**src/rtl/johnson_slot_scheduler.sv**
```systemverilog
// rtl/johnson_slot_scheduler.sv - time-division arbiter sequenced by an N-bit Johnson counter
// Each Johnson state is a slot owned by one requester; a grant is held until done, request drop or timeout.
module johnson_slot_scheduler #(
  parameter int N        = 4,
  parameter int HOLD_MAX = 8
) (
  input  logic                    clk,
  input  logic                    rst,
  input  logic                    en,
  input  logic [2*N-1:0]          req,
  input  logic                    done,
  output logic [2*N-1:0]          gnt,
  output logic                    busy,
  output logic [N-1:0]            slot,
  output logic [$clog2(2*N)-1:0]  slot_idx,
  output logic                    timeout
);

  localparam int SW     = $clog2(2*N);
  localparam int HW_RAW = $clog2(HOLD_MAX + 1);
  localparam int HW     = (HW_RAW < 1) ? 1 : HW_RAW;

  typedef enum logic {SCAN, GRANT} state_t;

  state_t          state_q, state_d;
  logic [N-1:0]    slot_d;
  logic [2*N-1:0]  gnt_d;
  logic [HW-1:0]   hold_cnt, hold_d;
  logic            timeout_d;

  int              ones_cnt;
  logic [N-1:0]    code_from_idx;
  logic            slot_valid;
  logic [N-1:0]    slot_step;
  logic            req_cur;
  logic            tmo_hit;
  logic            release_now;

  always_comb begin
    ones_cnt = 0;
    for (int i = 0; i < N; i++) begin
      if (slot[i]) ones_cnt = ones_cnt + 1;
    end
  end

  assign slot_idx = slot[N-1] ? SW'(2*N - ones_cnt) : SW'(ones_cnt);

  // Rebuild the legal code for the decoded index; any other pattern is a corrupted counter.
  always_comb begin
    code_from_idx = '0;
    for (int i = 0; i < N; i++) begin
      if (int'(slot_idx) <= N) code_from_idx[i] = (i < int'(slot_idx));
      else                     code_from_idx[i] = (i >= int'(slot_idx) - N);
    end
  end

  assign slot_valid  = (slot == code_from_idx);
  assign slot_step   = {slot[N-2:0], ~slot[N-1]};
  assign req_cur     = req[slot_idx];
  assign tmo_hit     = (HOLD_MAX > 0) && (hold_cnt == HW'(HOLD_MAX - 1));
  assign release_now = done || !req_cur || tmo_hit;
  assign busy        = (state_q == GRANT);

  always_comb begin
    state_d   = state_q;
    slot_d    = slot;
    gnt_d     = gnt;
    hold_d    = hold_cnt;
    timeout_d = 1'b0;
    if (!slot_valid) begin
      state_d = SCAN;
      slot_d  = '0;
      gnt_d   = '0;
      hold_d  = '0;
    end else begin
      case (state_q)
        SCAN: begin
          if (en) begin
            if (req_cur) begin
              state_d = GRANT;
              gnt_d   = (2*N)'(1) << slot_idx;
              hold_d  = '0;
            end else begin
              slot_d = slot_step;
            end
          end
        end
        GRANT: begin
          hold_d = hold_cnt + HW'(1);
          if (release_now) begin
            state_d   = SCAN;
            slot_d    = slot_step;
            gnt_d     = '0;
            hold_d    = '0;
            // A release that done or a dropped request also explains is not a timeout.
            timeout_d = tmo_hit && !done && req_cur;
          end
        end
        default: begin
          state_d = SCAN;
          gnt_d   = '0;
        end
      endcase
    end
  end

  always_ff @(posedge clk) begin
    if (rst) begin
      state_q  <= SCAN;
      slot     <= '0;
      gnt      <= '0;
      hold_cnt <= '0;
      timeout  <= 1'b0;
    end else begin
      state_q  <= state_d;
      slot     <= slot_d;
      gnt      <= gnt_d;
      hold_cnt <= hold_d;
      timeout  <= timeout_d;
    end
  end

endmodule

```
**config.mk**
```make
export PLATFORM = sky130hd
export DESIGN_NAME = johnson_slot_scheduler
export DESIGN_NICKNAME = d
export VERILOG_FILES = /design/src/rtl/johnson_slot_scheduler.sv
export SDC_FILE = /design/constraint.sdc
export NUM_CORES = 1
export LEC_CHECK = 0
export ABC_AREA = 1
export CAP_MARGIN = 40
export CORE_MARGIN = 5
export CORE_UTILIZATION = 45
export CTS_CLUSTER_DIAMETER = 40
export DETAILED_ROUTE_END_ITERATION = 7
export GPL_ROUTABILITY_DRIVEN = 0
export PLACE_DENSITY_LB_ADDON = 0.15
export SLEW_MARGIN = 20
export SYNTH_ARGS = -nofsm -noshare
export SYNTH_HDL_FRONTEND = slang
export SYNTH_SLANG_ARGS = --single-unit
```
**constraint.sdc**
```tcl
create_clock -name clk -period 7.55 [get_ports clk]
set_clock_uncertainty 0.05 [all_clocks]
set_input_delay 1.1325 -clock clk [delete_from_list [all_inputs] [get_ports clk]]
set_output_delay 1.1325 -clock clk [all_outputs]
set_load 0.02 [all_outputs]
```
Yosys cells after proc, flatten, opt, wreduce, memory -nomap -nowiden
Cells that the tools add are included.
Widths: inputs -> output; s select.

operators by class
  magnitude comparators = 10
  bitwise operators = 4
  shift-type cells = 1
  mux-type cells = 27
  $add $sub $neg = 6
  equality and inequality tests = 6
  reductions and logical operators = 11

operators with widths
  cell                 count
  $mux 4               6
  $mux 8               3
  $pmux 4 s2           2
  $pmux 8 s2           1
  $mux 3               4
  $mux 1               9
  $ge 3x4->1 const A   2
  $shl 1x3->8 const A  1
  $add 3x2->3 const B  2
  $lt 1x3->1 const A   2
  $lt 2x3->1 const A   2
  $ne 2x2->1 const B   3
  $reduce_and 3->1     2
  $add 4x1->4 const B  1
  $eq 4x3->1 const B   1
  $eq 4x4->1           1
  $ge 1x4->1 const A   1
  $ge 2x4->1 const A   1
  $lt 3x4->1 const B   1
  $not 1->1            4
  $reduce_or 4->1      1
  $sub 3x3->4 const B  1
  $bmux 1 s3           1
  $le 3x3->1 const B   1
  other kinds (9)      12

storage, ports and cells
  input port bits = 12
  register bits after elaboration = 18
  logic and storage cells = 70
  output and inout bits = 17

Logic depth before layout (Yosys ltp)
Gate-level depths: netlist (run 1).

  depth in word-level cells = 16
  gate-level depth with buffers = 22
  depth with buffers taken out = 22

Least setup slack after synthesis (run 1)
No wires, ideal clock.

  kind = reg2out
  from = register slot[0]
  to = output slot_idx[2]
  slack = 4.572 ns
  stages on the path, launching flop included = 14
  required time = 6.367 ns
  path buffers = 0
  arrival time = 1.796 ns
  cells stage by stage = dfxtp_1 -> inv_1 -> ha_1 -> inv_2 -> nand2_1 -> nand2_1 -> ha_1 -> nand2_1 -> inv_1 -> nor2_1 -> nor2_2 -> nand2_1 -> nand3_1 -> nand2_2

between the ends
  cells in the longest elaborated chain, start to end = 9

ends and longest elaborated chain
  what                    RTL line  RTL
  start, declared         14        output logic [N-1:0] slot,
  start signal, assigned  116       slot <= slot_d;
  $mux 1 *                42        if (slot[i]) ones_cnt = ones_cnt + 1;
  $add 1x1->2             42
  $mux 3 *                42
  $add 3x2->3             42
  $mux 3 *                42
  $add 3x2->3             42
  $mux 3 *                42
  $sub 1x3->3             46        assign slot_idx = slot[N-1] ? SW'(2*N - ones_cnt) : SW'(ones_cnt);
  $mux 3 *                46
  end, declared           15        output logic [$clog2(2*N)-1:0] slot_idx,

Every way passes the cells marked *; elsewhere a longest branch is shown, timed or not.

Worst setup path after layout (run 1)
Same ends and word-level chain as after synthesis.

==> out/metrics.cfg, run 1 <==
[sta]
fmax_mhz = 245
setup_slack_ps = 3470
final_min_period_over_clock_period_pct = 54.1
maxSlewHeadroom_pct = 62.7
final_min_period_ps = 4080
setup_tns_ps = 0
rsz0062_at_grt = false
drv_slew = 0
final.hold.worst_slack_ps = 422
setup_viol_count_final = 0
timing_hold_violations_final = 0
max_slew.worst_pin.slew_ps = 558

[power_and_ir_drop]
irDropWorstVdd_mv = 0.178
sw_frac_of_total_pct = 55.2
p_total_mw = 0.613
switching_power_mw = 0.339
clock_power_share_pct = 9.5
power.density_mw_per_mm2 = 355
power_report.internal_total_mw = 0.275
share_seq_of_total_power_pct = 20.0
cellLeakagePower_nw = 0.799
power_frac_comb_pct = 70.5

[setup_path]
crit_arrival_ps = 2900
worstPathCellList = inv_1 -> ha_1 -> inv_2 -> nand2_1 -> nand2_1 -> ha_1 -> nand2_1 -> inv_1 -> nand2_1 -> nand2_1 -> nand3_1 -> nand3_1 -> nand2_2 -> clkdlybuf4s50_1
critical_path_required_ps = 6370
worst_setup_startpoint = slot[0]
critical_path.reg2reg.startpoint = slot[0]
cp-end-kind = primary output
crit_path_max_incr_delay_ps = 620
cp_max_fo = 6
crit_slowest_cell = clkdlybuf4s50_1
path_class = reg2out
timing.critical_path.mode_cell = nand2_1
worstSetupStartpointType = flop

[synthesis]
area_share_of_xor_xnor_cells_in_the_synthesized_design_pct = 0.612
syn-mean-instance-area_sq_um = 6.45
synth_cell_types = 24
main_combinational_cell_family_by_area_after_synthesis = simple AND/OR/NAND/NOR gates
synthMuxAreaShare_pct = 0
syn_area_sq_mm = 0.00143
synth-adder-area-share_pct = 5.24
yosysSeqAreaShare_pct = 25.2
synthesis.nets = 240
post_synth_inst_count = 222
synth_warnings = 0
synth-compound-area-share_pct = 3.93
synth-seq-cells = 18
yosys.area_share.simple_pct = 54.0

[placement]
placed_cell_area_sq_mm = 0.00169
dpl.cell_count = 286
port-buffer-count = 28
placed_wire_length_estimate_um = 2460
placement.setup.worst_slack_ps = 3790

[global_route]
grt_use_met1_pct = 22.3
gr-max-usage-layer = met2
grt-ovfl-total = 0
global_route_wire_length_before_repair_um = 5400
grt_start_max_net_pins = 25
groute.usage.overall_pct = 15.6
number_of_global_route_vias_before_repair = 1216
antenna_violations_before_repair = 0
met2_usage_pct = 24.0
global_route_met3_usage_pct = 4.08

[route]
detail_route.drc_violations = 0
postRouteAntennaNets = 0
vias = 1402
drtPass1Iterations = 4
drt-wirelength-per-cell_um = 10.6
drt_first_iter_violations = 80
routed_via_density = 4.83
wirelength_um = 3060

[finish]
nFillCells = 313
seq_area_sq_um = 360
postLayoutCellArea_sq_mm = 0.00173
multi_input_gate_area_sq_um = 913
layout.cells.non_filler = 290
utilization_pct = 56.6
flow.area_growth_from_synthesis_pct = 20.7
post_route_cells_drive_above_1_share_pct = 13.0
most-common-layout-cells = nand2_1, nand3_1, clkdlybuf4s50_1
design.final.nets = 265
n_antenna_cell = 0
final_common_cell = nand2_1

[die]
floorplan_die_area_sq_mm = 0.00441
die_w_um = 66.4
placementRows = 20
core-area_sq_mm = 0.00305
floorplan.initialDensity_pct = 46.9
dieHeight_um = 66.4
io-pin-count = 29

[clock_tree]
cts_sinks = 18
cts_htree_levels = 1
number_of_buffers_inserted_during_clock_tree_synthesis = 3
clockBufferDepth = 2
cts_post_setup_buffers_inserted = 0
root_buffer = clkbuf_4
post_cts_hold_buffer_count = 0
path_clk_slew_ps = 100
cts_resized = 0
clock_insertion_delay_worst_skew_ps = 290
tritoncts = done

[run_status]
outcome = complete, no violations

[worst_hold_path]
min-delay-path-class = reg2reg
min-delay-start = gnt[4]

[run]
max_cap_violations = 0

routing by layer:
metal	up-vias	routed length (um)	part of all wire, %
met5	-	0	0
met4	0	11	0.36
met3	2	117	3.8
met2	19	1360	45
met1	621	1570	51
li1	760	-	-
flip-flops by register name (all words and copies together), names as in the netlist:
signal	flops
hold_cnt	4
busy	1
gnt	8
slot	4
timeout	1
area by class of cell:
class	instances	area share (%)
timing repair buffer	28	16.2
tap	44	3.19
inverter	22	4.78
clock buffer	4	2.10
sequential	18	20.9
multi-input combinational	174	52.9
power by group through the flow:
stage,Combinational (mW),Sequential [mW],Clock (mW)
final,0.433,0.123,0.0582
after detailed placement,0.432,0.125,0
after floorplan,0.368,0.122,0
after global placement,0.432,0.125,0
after CTS,0.435,0.123,0.0598
after global routing,0.487,0.125,0.0656
cell usage after synthesis:
| cell type | count | area (sq um) |
|---|---|---|
| nor3_1 | 1 | 5.00 |
| nand2_4 | 3 | 33.8 |
| buf_6 | 4 | 45.0 |
| buf_4 | 4 | 30.0 |
| nand2_2 | 9 | 56.3 |
| nand4_2 | 1 | 12.5 |
| nand3_4 | 1 | 17.5 |
| nand3b_1 | 1 | 7.51 |
| a21oi_4 | 1 | 16.3 |
| inv_1 | 18 | 67.6 |
| a21oi_1 | 3 | 15.0 |
| nand3_1 | 30 | 150 |
| nor2_2 | 4 | 25.0 |
| and3_1 | 1 | 6.26 |
| nand4_1 | 10 | 62.6 |
| ha_1 | 6 | 75.1 |
| nor2_4 | 1 | 11.3 |
| inv_2 | 4 | 15.0 |
| nand2_1 | 68 | 255 |
| xor2_1 | 1 | 8.76 |
| dfxtp_1 | 18 | 360 |
| nor2_1 | 24 | 90.1 |
| o21ai_0 | 5 | 25.0 |
| nand3_2 | 4 | 40.0 |
worst max-delay path, delay by kind of cell (launching register included):
kind          cells  cell delay, ps
flops             1             440
simple gates      8             710
fa+ha+maj         2             600
buf+inv           4             850
worst paths after layout:
kind            endpoint  slack (ps)  cells after the start
max          slot_idx[2]        3470                     14
min               gnt[4]         420                      2
max reg2reg  hold_cnt[2]        4340                     18
min reg2reg       gnt[4]         420                      2
cells by family after synthesis:
family | Yosys count
AND/OR/NAND/NOR | 158
flip-flops | 18
buffers and inverters | 30
XOR/XNOR | 1
adder cells (fa/ha/maj) | 6
AO/OA/AOI/OAI | 9
No activity file was read; power rests on OpenSTA's default activity.
==> run 2, diff against run 1 <==
==> constraint.sdc (replaced) <==
create_clock -name clk -period 4.1 [get_ports clk]
set_clock_uncertainty 0.05 [all_clocks]
set_input_delay 0.615 -clock clk [delete_from_list [all_inputs] [get_ports clk]]
set_output_delay 0.615 -clock clk [all_outputs]
set_load 0.02 [all_outputs]
==> run 2 against run 1 <==
- combinational power rose by 84%
- largest cell class unchanged
- sequential share of layout area did not move
- routed wire length rose by 1.9%
- largest power group unchanged
==> out/metrics.cfg, run 2 (synthesized netlist as in run 1, its figures left out) <==
[run_status]
outcome = complete, no violations

[power_and_ir_drop]
clock_power_share_pct = 9.7  ; +0.2 points
switching_power_mw = 0.626  ; +85%
irDropWorstVdd_mv = 0.408  ; +130%
power_frac_comb_pct = 70.2  ; -0.3 points
sw_frac_of_total_pct = 55.4  ; +0.11 points
power.density_mw_per_mm2 = 655  ; +84%
power_report.internal_total_mw = 0.505  ; +84%
share_seq_of_total_power_pct = 20.1  ; about the same
cellLeakagePower_nw = 0.799  ; unchanged

[sta]
setup_viol_count_final = 0  ; unchanged
setup_tns_ps = 0  ; unchanged
maxSlewHeadroom_pct = 62.8  ; +0.075 points
drv_slew = 0  ; unchanged
timing_hold_violations_final = 0  ; unchanged
fmax_mhz = 279
rsz0062_at_grt = false
final_min_period_over_clock_period_pct = 87.6
max_slew.worst_pin.slew_ps = 557  ; -0.647 ps
final_min_period_ps = 3590

[route]
wirelength_um = 3120  ; +1.9%
postRouteAntennaNets = 0  ; unchanged
drt_first_iter_violations = 61  ; -24%
drt-wirelength-per-cell_um = 10.7  ; +1.9%
routed_via_density = 4.93  ; +1.9%
detail_route.drc_violations = 0  ; unchanged
drtPass1Iterations = 4  ; unchanged
vias = 1429  ; +1.9%

[finish]
most-common-layout-cells = nand2_1, nand3_1, clkdlybuf4s50_1
largest_reg_flops = 8  ; unchanged
n_antenna_cell = 0  ; unchanged
postLayoutCellArea_sq_mm = 0.00173  ; unchanged
post_route_cells_drive_above_1_share_pct = 13.0  ; unchanged
design.final.nets = 265  ; unchanged
biggestRegsByFlops = gnt x8, hold_cnt x4, slot x4
final_common_cell = nand2_1
flow.area_growth_from_synthesis_pct = 20.7  ; unchanged
top_register = gnt

[clock_tree]
post_cts_hold_buffer_count = 0  ; unchanged
cts_post_setup_buffers_inserted = 0  ; unchanged
cts_htree_levels = 1  ; unchanged
cts_resized = 0  ; unchanged
path_clk_slew_ps = 100  ; about the same
clock_insertion_delay_worst_skew_ps = 300  ; about the same
clockBufferDepth = 2  ; unchanged
cts_sinks = 18  ; unchanged
root_buffer = clkbuf_4
number_of_buffers_inserted_during_clock_tree_synthesis = 3  ; unchanged
tritoncts = done

[placement]
placed_cell_area_sq_mm = 0.00169  ; unchanged
placed_wire_length_estimate_um = 2470  ; +0.43%
port-buffer-count = 28  ; unchanged

[setup_path]
path_class = reg2out
crit_slowest_cell = clkdlybuf4s50_1
timing.critical_path.mode_cell = nand2_1
cp-end-kind = primary output
cp_max_fo = 6  ; unchanged
worstPathCellList = inv_1 -> ha_1 -> inv_2 -> nand2_1 -> nand2_1 -> ha_1 -> nand2_1 -> inv_1 -> nor2_1 -> nor2_2 -> nand2_1 -> nand3_1 -> nand2_2 -> clkdlybuf4s50_1
worstSetupStartpointType = flop
critical_path_required_ps = 3430  ; -2940 ps
crit_path_max_incr_delay_ps = 620  ; about the same
crit_arrival_ps = 2930  ; +30 ps

[run]
max_cap_violations = 0  ; unchanged

[global_route]
global_route_wire_length_before_repair_um = 5550  ; +2.9%
groute.usage.overall_pct = 16.0  ; +0.39 points
antenna_violations_before_repair = 0  ; unchanged
grt-ovfl-total = 0  ; unchanged
number_of_global_route_vias_before_repair = 1244  ; +2.3%
grt_start_max_net_pins = 25  ; unchanged

[die]
placementRows = 20  ; unchanged
dieHeight_um = 66.4  ; unchanged
die_w_um = 66.4  ; unchanged
floorplan.initialDensity_pct = 46.9  ; unchanged
core-area_sq_mm = 0.00305  ; unchanged
floorplan_die_area_sq_mm = 0.00441  ; unchanged
io-pin-count = 29  ; unchanged

[worst_hold_path]
min-delay-path-class = reg2reg

[run 2: cell counts in the layout (fill, tap and decap cells not counted)]
No cell type changed its count.
[run 2: final timing paths]
| kind | slack, ps | end | cells after the start | startpoint |
|---|---|---|---|---|
| max | 510 | slot_idx[2] | 14 | slot[1] |
| min | 420 | gnt[4] | 2 | gnt[4] |
| max reg2reg | 880 | hold_cnt[2] | 13 | slot[1] |
| min reg2reg | 420 | gnt[4] | 2 | gnt[4] |
[run 2: routing by layer]
| layer | global-route usage (%) | share of wire, % | vias up |
|---|---|---|---|
| met5 | 0 | 0 | - |
| met4 | 2.28 | 0.35 | 0 |
| met3 | 4.08 | 4.0 | 2 |
| met2 | 23.0 | 44 | 32 |
| met1 | 24.0 | 52 | 633 |
| li1 | - | - | 762 |
[run 2: area by class of cell]
cell class | instances | area (sq um)
Fill cell | 319 | 1330
Multi-Input combinational cell | 174 | 913
Sequential cell | 18 | 360
Timing Repair Buffer | 28 | 280
Inverter | 22 | 82.6
Tap cell | 44 | 55.1
Clock buffer | 4 | 36.3
[run 2: critical path: cells and delay by family (launching register included)]
kind / cells / cell delay (ps)
buf+inv: 4 / 870
simple gates: 8 / 700
fa+ha+maj: 2 / 610
flops: 1 / 450
[run 2: metrics by stage]
step / total power, mW / cells / setup WS, ps / util, % / hold WS, ps
finish: 1.13 / 290 / 510 / 56.6 / 422
global route: 1.25 / 290 / 277 / 56.6 / 449
CTS: 1.14 / 290 / 504 / 56.6 / 430
detailed placement: 1.02 / 286 / 859 / 55.4 / 415
global placement: 1.03 / 286 / 919 / 55.4 / 411
floorplan: 0.902 / 222 / 1440 / - / 400
[run 2: power groups by stage]
stage	Combinational [mW]	Clock, mW	Sequential, mW
2_1_floorplan	0.677	0	0.224
3_3_place_gp	0.796	0	0.230
3_5_place_dp	0.794	0	0.230
4_1_cts	0.799	0.114	0.227
5_1_grt	0.896	0.124	0.231
6_report	0.795	0.110	0.227
